==> src/rtl/xor_pkg.sv <==
`default_nettype none
// +--------------------------------------------------------------------+
// | xor_pkg : shared state encoding for the XOR frame accumulator       |
// | Revision: 1.0                                                       |
// +--------------------------------------------------------------------+
package xor_pkg;

  typedef enum logic [1:0] {
    IDLE  = 2'd0,
    ACCUM = 2'd1,
    HOLD  = 2'd2
  } state_e;

endpackage
`default_nettype wire

==> src/rtl/xor_gate.sv <==
`default_nettype none
// +--------------------------------------------------------------------+
// | xor_gate : 2-input XOR cell                                         |
// | Revision: 1.0                                                       |
// +--------------------------------------------------------------------+
module xor_gate (
  input  logic a_i,
  input  logic b_i,
  output logic y_o
);

  assign y_o = a_i ^ b_i;

endmodule
`default_nettype wire

==> src/rtl/xor_word.sv <==
`default_nettype none
// +--------------------------------------------------------------------+
// | xor_word : WIDTH-bit bitwise XOR assembled from xor_gate cells      |
// | Revision: 1.0                                                       |
// +--------------------------------------------------------------------+
module xor_word #(
  parameter int WIDTH = 8
) (
  input  logic [WIDTH-1:0] a_i,
  input  logic [WIDTH-1:0] b_i,
  output logic [WIDTH-1:0] y_o
);

  for (genvar i = 0; i < WIDTH; i++) begin : g_bit
    xor_gate u_gate (
      .a_i (a_i[i]),
      .b_i (b_i[i]),
      .y_o (y_o[i])
    );
  end

endmodule
`default_nettype wire

==> src/rtl/xor_frame_accumulator.sv <==
`default_nettype none
// +--------------------------------------------------------------------+
// | xor_frame_accumulator : folds a frame of words into an XOR checksum |
// | with saturating word count and sticky overflow, valid/ready I/O.    |
// | Revision: 1.0                                                       |
// +--------------------------------------------------------------------+
module xor_frame_accumulator
  import xor_pkg::*;
#(
  parameter int WIDTH     = 8,
  parameter int MAX_WORDS = 16
) (
  input  logic                               clk,
  input  logic                               rst_n,
  input  logic                               in_valid,
  output logic                               in_ready,
  input  logic [WIDTH-1:0]                   in_data,
  input  logic                               in_last,
  output logic                               out_valid,
  input  logic                               out_ready,
  output logic [WIDTH-1:0]                   out_xor,
  output logic                               out_parity,
  output logic [$clog2(MAX_WORDS+1)-1:0]     out_count,
  output logic                               out_overflow
);

  localparam int                CNT_W   = $clog2(MAX_WORDS + 1);
  localparam logic [CNT_W-1:0]  CNT_MAX = CNT_W'(MAX_WORDS);

  state_e             state_q;
  logic [WIDTH-1:0]   acc_q, acc_d;
  logic [CNT_W-1:0]   cnt_q, cnt_d;
  logic               ovf_q, ovf_d;
  logic               in_ready_q;
  logic               out_valid_q;
  logic [WIDTH-1:0]   xor_fold;
  logic               accept;

  xor_word #(.WIDTH(WIDTH)) u_fold (
    .a_i (acc_q),
    .b_i (in_data),
    .y_o (xor_fold)
  );

  assign accept = in_valid && in_ready_q;

  // First word of a frame loads directly so nothing leaks from the previous frame.
  always_comb begin
    acc_d = (state_q == IDLE) ? in_data : xor_fold;
    cnt_d = (cnt_q == CNT_MAX) ? cnt_q : cnt_q + 1'b1;
    ovf_d = ovf_q | (cnt_q == CNT_MAX);
  end

  always_ff @(posedge clk or negedge rst_n) begin
    if (!rst_n) begin
      state_q     <= IDLE;
      acc_q       <= '0;
      cnt_q       <= '0;
      ovf_q       <= 1'b0;
      in_ready_q  <= 1'b1;
      out_valid_q <= 1'b0;
    end else begin
      case (state_q)
        IDLE, ACCUM: begin
          if (accept) begin
            acc_q <= acc_d;
            cnt_q <= cnt_d;
            ovf_q <= ovf_d;
            if (in_last) begin
              state_q     <= HOLD;
              in_ready_q  <= 1'b0;
              out_valid_q <= 1'b1;
            end else begin
              state_q <= ACCUM;
            end
          end
        end
        HOLD: begin
          if (out_ready) begin
            state_q     <= IDLE;
            acc_q       <= '0;
            cnt_q       <= '0;
            ovf_q       <= 1'b0;
            in_ready_q  <= 1'b1;
            out_valid_q <= 1'b0;
          end
        end
        default: begin
          state_q     <= IDLE;
          acc_q       <= '0;
          cnt_q       <= '0;
          ovf_q       <= 1'b0;
          in_ready_q  <= 1'b1;
          out_valid_q <= 1'b0;
        end
      endcase
    end
  end

  assign in_ready     = in_ready_q;
  assign out_valid    = out_valid_q;
  assign out_xor      = acc_q;
  assign out_parity   = ^acc_q;
  assign out_count    = cnt_q;
  assign out_overflow = ovf_q;

endmodule
`default_nettype wire

==> config.mk <==
export PLATFORM = sky130hd
export DESIGN_NAME = xor_frame_accumulator
export DESIGN_NICKNAME = d
export VERILOG_FILES = /design/src/rtl/xor_pkg.sv /design/src/rtl/xor_gate.sv /design/src/rtl/xor_word.sv /design/src/rtl/xor_frame_accumulator.sv
export SDC_FILE = /design/constraint.sdc
export NUM_CORES = 1
export LEC_CHECK = 0
export CORE_MARGIN = 10
export CORE_UTILIZATION = 50
export CTS_CLUSTER_DIAMETER = 50
export CTS_CLUSTER_SIZE = 12
export DETAILED_ROUTE_END_ITERATION = 8
export GPL_TIMING_DRIVEN = 0
export PLACE_DENSITY = 0.84
export SYNTH_ARGS = -nofsm -noshare
export SYNTH_HDL_FRONTEND = slang
export SYNTH_HIERARCHICAL = 1
export SYNTH_SLANG_ARGS = --single-unit
==> constraint.sdc <==
create_clock -name clk -period 4.7 [get_ports clk]
set_clock_uncertainty 0.15 [all_clocks]
set_input_delay 1.41 -clock clk [delete_from_list [all_inputs] [get_ports clk]]
set_output_delay 1.41 -clock clk [all_outputs]
set_load 0.03 [all_outputs]
==> Word level (Yosys, flattened, before mapping) <==
Cells that the tools add are included.
{ "op_classes": {"n_reduce_logical": 7, "mux": 22, "bitwise_logic": 9, "addsub": 1, "n_eq_ne": 7} }
{ "op_table": {"columns": ["op", "n"], "rows": [
  ["$mux W8", 3],
  ["$pmux W8 S2", 1],
  ["$mux W5", 3],
  ["$pmux W5 S2", 1],
  ["$ne A2 B2 Y1 const B", 4],
  ["$reduce_xor A8 Y1", 1],
  ["$xor A1 B1 Y1", 8],
  ["$mux W1", 7],
  ["$mux W2", 3],
  ["$pmux W1 S2", 3],
  ["$reduce_and A3 Y1", 2],
  ["$add A5 B1 Y5 const B", 1],
  ["$eq A5 B5 Y1 const B", 1],
  ["$pmux W2 S2", 1],
  ["$eq A2 B1 Y1 const B", 1],
  ["$eq A2 B2 Y1 const B", 1],
  ["$logic_not A2 Y1", 1],
  ["$reduce_and A2 Y1", 1],
  ["$reduce_or A2 Y1", 1],
  ["$logic_and A1 B1 Y1", 1],
  ["$or A1 B1 Y1", 1]
]} }
{ "totals": {"register_bits": 18, "out_inout_bits": 17, "wordCells": 52, "input_bits": 13} }

==> Longest topological paths before layout <==
{ "depth": {"ltp_word": 4, "depth_mapped": 5, "mapped_depth_nobuf": 5} }

==> Modules after synthesis <==
The synthesis kept the hierarchy.
{ "modules_own_cells": {"columns": ["module", "seq_area_each_um2", "cells_per_inst", "area_per_inst_um2", "instances"], "rows": [
  ["xor_frame_accumulator", 451.7, 91, 1008.5, 1],
  ["xor_gate", 0.0, 1, 8.8, 8]
]} }

==> Worst setup path before layout <==
Ideal clock, no wire load.
{ "synth_timing": {"kind": "reg-to-output", "from": "register acc_q[7] (netlist: out_xor[7])", "to": "output port out_parity", "slack_ps": 1714, "t_required_ps": 3140, "arrival_ps": 1426, "path_stages_with_launch": 4, "path_cell_list": "dfrtp_1 > xor2_1 > xnor2_1 > xnor2_1"} }
{ "synth_via": {"elab_chain_cells": 1} }
{ "synth_rtl": {"columns": ["item", "line", "rtl"], "rows": [
  ["start, declared", "xor_frame_accumulator.sv:31", "logic [WIDTH-1:0] acc_q, acc_d;"],
  ["start signal, assigned", "xor_frame_accumulator.sv:57", "acc_q <= '0;"],
  ["start signal, assigned", "xor_frame_accumulator.sv:66", "acc_q <= acc_d;"],
  ["start signal, assigned", "xor_frame_accumulator.sv:81", "acc_q <= '0;"],
  ["$reduce_xor A8 Y1", "xor_frame_accumulator.sv:103", "assign out_parity = ^acc_q;"],
  ["end, declared", "xor_frame_accumulator.sv:22", "output logic out_parity,"]
]} }
Every way passes these cells.

==> Worst setup path in the final report <==
{ "layout_timing": {"from": "register acc_q[1] (netlist: out_xor[1])", "to": "output port out_parity"} }
The elaborated chain is that of the path after synthesis.

==> flow_summary.json <==
{
  "maxCapViolCount": 0,
  "finish.instance_area_mm2": 0.00144,
  "cts_setup_buffers": 0,
  "synth_area_per_cell_um2": 10.9,
  "initial_core_util": 0.539,
  "grt_pass1_wl_um": 4380,
  "ant_nets": 0,
  "cp_num_buf_inv": 1,
  "cp_cell_sequence": "xnor2_1 -> xnor2_1 -> xnor2_1 -> clkdlybuf4s50_1",
  "hold_violations": 0,
  "path_clk_slew_ps": 110,
  "cp.required_ps": 3140,
  "port-buffer-count": 29,
  "critPathArrivalTime_ps": 2030,
  "globalplace.congestion": 0.794,
  "fillers": 156,
  "die-width_um": 66.4,
  "vias_per_cell": 5.45,
  "start_kind": "flip-flop",
  "worst_setup_path_end_kind": "output pin",
  "min_period_ps": 3590,
  "layout_common_cells": "clkdlybuf4s50_1, dfrtp_1, xor2_1, nor3_1, a21o_1",
  "core_mm2": 0.00200,
  "r2r-end": "out_count[4]",
  "hold_class": "flip-flop to flip-flop",
  "netlist_instances": 99,
  "syn_to_final_growth_pct": 33.4,
  "layout_commonest_cell": "clkdlybuf4s50_1",
  "outcome": "finished, final reports clean",
  "max_stage_delay_ps": 720,
  "tns_ps": 0,
  "clock_sinks": 18,
  "cts_buffers": 3,
  "crit_family": "buffers and inverters",
  "wl_per_cell_um": 15.6,
  "holdPathStages": 2,
  "reg2regPathDepth": 5,
  "h-tree-depth": 1,
  "leakage_nw": 0.702,
  "root_buffer": "clkbuf_4",
  "synth_cell_type_count": 34,
  "first_global_vias": 924,
  "grt_util_all_layers": 0.127,
  "cp_slowest_cell": "clkdlybuf4s50_1",
  "grt-ovfl-total": 0,
  "dp_hpwl_um": 1880,
  "worstMarginPinSlew_ps": 818,
  "die_y_um": 66.4,
  "period_share": 0.763,
  "drt_iter0_drc": 44,
  "cts_resized": 0,
  "slew_violations": 0,
  "finalSetupViolations": 0,
  "crit_cells": 4,
  "hold_buffers": 0,
  "drive_gt1_frac": 0.0985,
  "synth_area_mm2": 0.00108,
  "ys_seq_area_frac": 0.419,
  "path_common_cell": "xnor2_1",
  "cp_max_fo": 4,
  "whs_endpoint": "in_ready",
  "rsz0062_at_grt": "false",
  "totalWireLength_um": 2490,
  "crit_start": "out_xor[1]",
  "grt_max_degree": 19,
  "fmax_ghz": 0.279,
  "slew_headroom": 0.453,
  "syn_nets": 114,
  "powerDensity_mw_per_mm2": 190,
  "drtPass1Iterations": 4,
  "cts_tree": "done",
  "crit_type": "flip-flop to output pin",
  "rows": 16,
  "antenna_found_initial": 0,
  "vias": 866,
  "boundaryPins": 30,
  "drc": 0,
  "clock_latency_ps": 300,
  "num_antenna_cells": 0,
  "reg2reg_from": "out_count[0]",
  "ir_drop_v": 0.000169,
  "reg2reg_slack_ps": 2910,
  "cts_buffer_depth": 2,
  "placed_area_mm2": 0.00140,
  "die-area_mm2": 0.00441,
  "hp-start": "in_ready",
  "ys_ff_latch": 18,
  "yosys_warnings": 6,
  "final_net_count": 148
}
## per-layer routing
layer / vias to the layer above / GRT usage / part of all wire
met5: - / 0 / 0
met4: 0 / 0.0576 / 0.016
met3: 4 / 0.0458 / 0.087
met2: 27 / 0.213 / 0.50
met1: 416 / 0.140 / 0.39
li1: 419 / - / -
## report_power, final
part | switching, mW | internal [mW] | total [mW] | leakage (nW)
clock network | 0.0512 | 0.0473 | 0.0984 | 0.0210
registers | 0 | 0.155 | 0.155 | 0.248
logic | 0.00822 | 0.0118 | 0.0200 | 0.433
total | 0.0594 | 0.214 | 0.273 | 0.702
## cells in the mapped netlist (all sizes together)
| master | number | share of area |
|---|---|---|
| nor4 | 2 | 0.012 |
| nor3b | 1 | 0.0070 |
| clkbuf | 1 | 0.0035 |
| buf | 4 | 0.030 |
| a21o | 9 | 0.063 |
| nor3 | 9 | 0.042 |
| dfstp | 1 | 0.024 |
| and2 | 1 | 0.0081 |
| inv | 4 | 0.014 |
| and4bb | 1 | 0.015 |
| nor4b | 1 | 0.0081 |
| a311o | 1 | 0.0093 |
| and3b | 1 | 0.0081 |
| xnor2 | 6 | 0.049 |
| o41ai | 1 | 0.015 |
| mux2i | 8 | 0.074 |
| a211o | 1 | 0.0081 |
| nand3 | 2 | 0.0093 |
| or2 | 1 | 0.0058 |
| o21a | 2 | 0.014 |
| nand2 | 2 | 0.0070 |
| o21ai | 2 | 0.0093 |
| dfrtp | 17 | 0.39 |
| o211ai | 2 | 0.014 |
| xor2 | 9 | 0.073 |
| a21boi | 1 | 0.0070 |
| ha | 2 | 0.023 |
| nor2 | 2 | 0.0070 |
| nor2b | 2 | 0.012 |
| nand3b | 2 | 0.026 |
| a221o | 1 | 0.0093 |
## registers in the layout (all words and copies together) (netlist names)
register and count:
out_count 5, out_xor 8, out_overflow 1, in_ready 1
state_q 2, out_valid 1
## worst max-delay path by stage
stage                      end  slack [ps]
global route        out_parity         940
floorplan           out_parity        1710
global placement    out_parity        1490
detailed placement  out_parity        1470
CTS                 out_parity        1100
finish              out_parity        1110
## tightest hold or removal path: stages, from the launching register on
cell and delay (ps):
dfstp_2 400, nand2_1 50, nand2_1 50
## kinds of logic after synthesis
logic type,Yosys count,share of synthesized area
muxes,8,0.0742
AOI/OAI and AO/OA,20,0.148
and+or+nand+nor,27,0.166
xor gates and xnor gates,15,0.122
buffers and inverters,9,0.0476
adders and majority gates,2,0.0232
DFF,18,0.419
## layout make-up
type / count / area, um^2 / area share
repair buffers: 29 / 290 / 0.202
flip-flops and latches: 18 / 452 / 0.314
multi-input cells: 72 / 576 / 0.400
inverters: 4 / 15.0 / 0.0104
plain buffers: 5 / 36.3 / 0.0252
well taps: 27 / 33.8 / 0.0235
clock buffers: 4 / 36.3 / 0.0252
## through the flow
stage	worst slack, ps	hold slack, ps	std cells	utilization	total power [mW]
3_3_place_gp	1490	326	155	0.701	0.177
4_1_cts	1100	344	159	0.719	0.275
2_1_floorplan	1710	389	99	-	0.163
3_5_place_dp	1470	327	155	0.701	0.178
6_report	1110	342	159	0.719	0.273
5_1_grt	936	391	159	0.719	0.286
No activity file was read; power rests on OpenSTA's default activity.
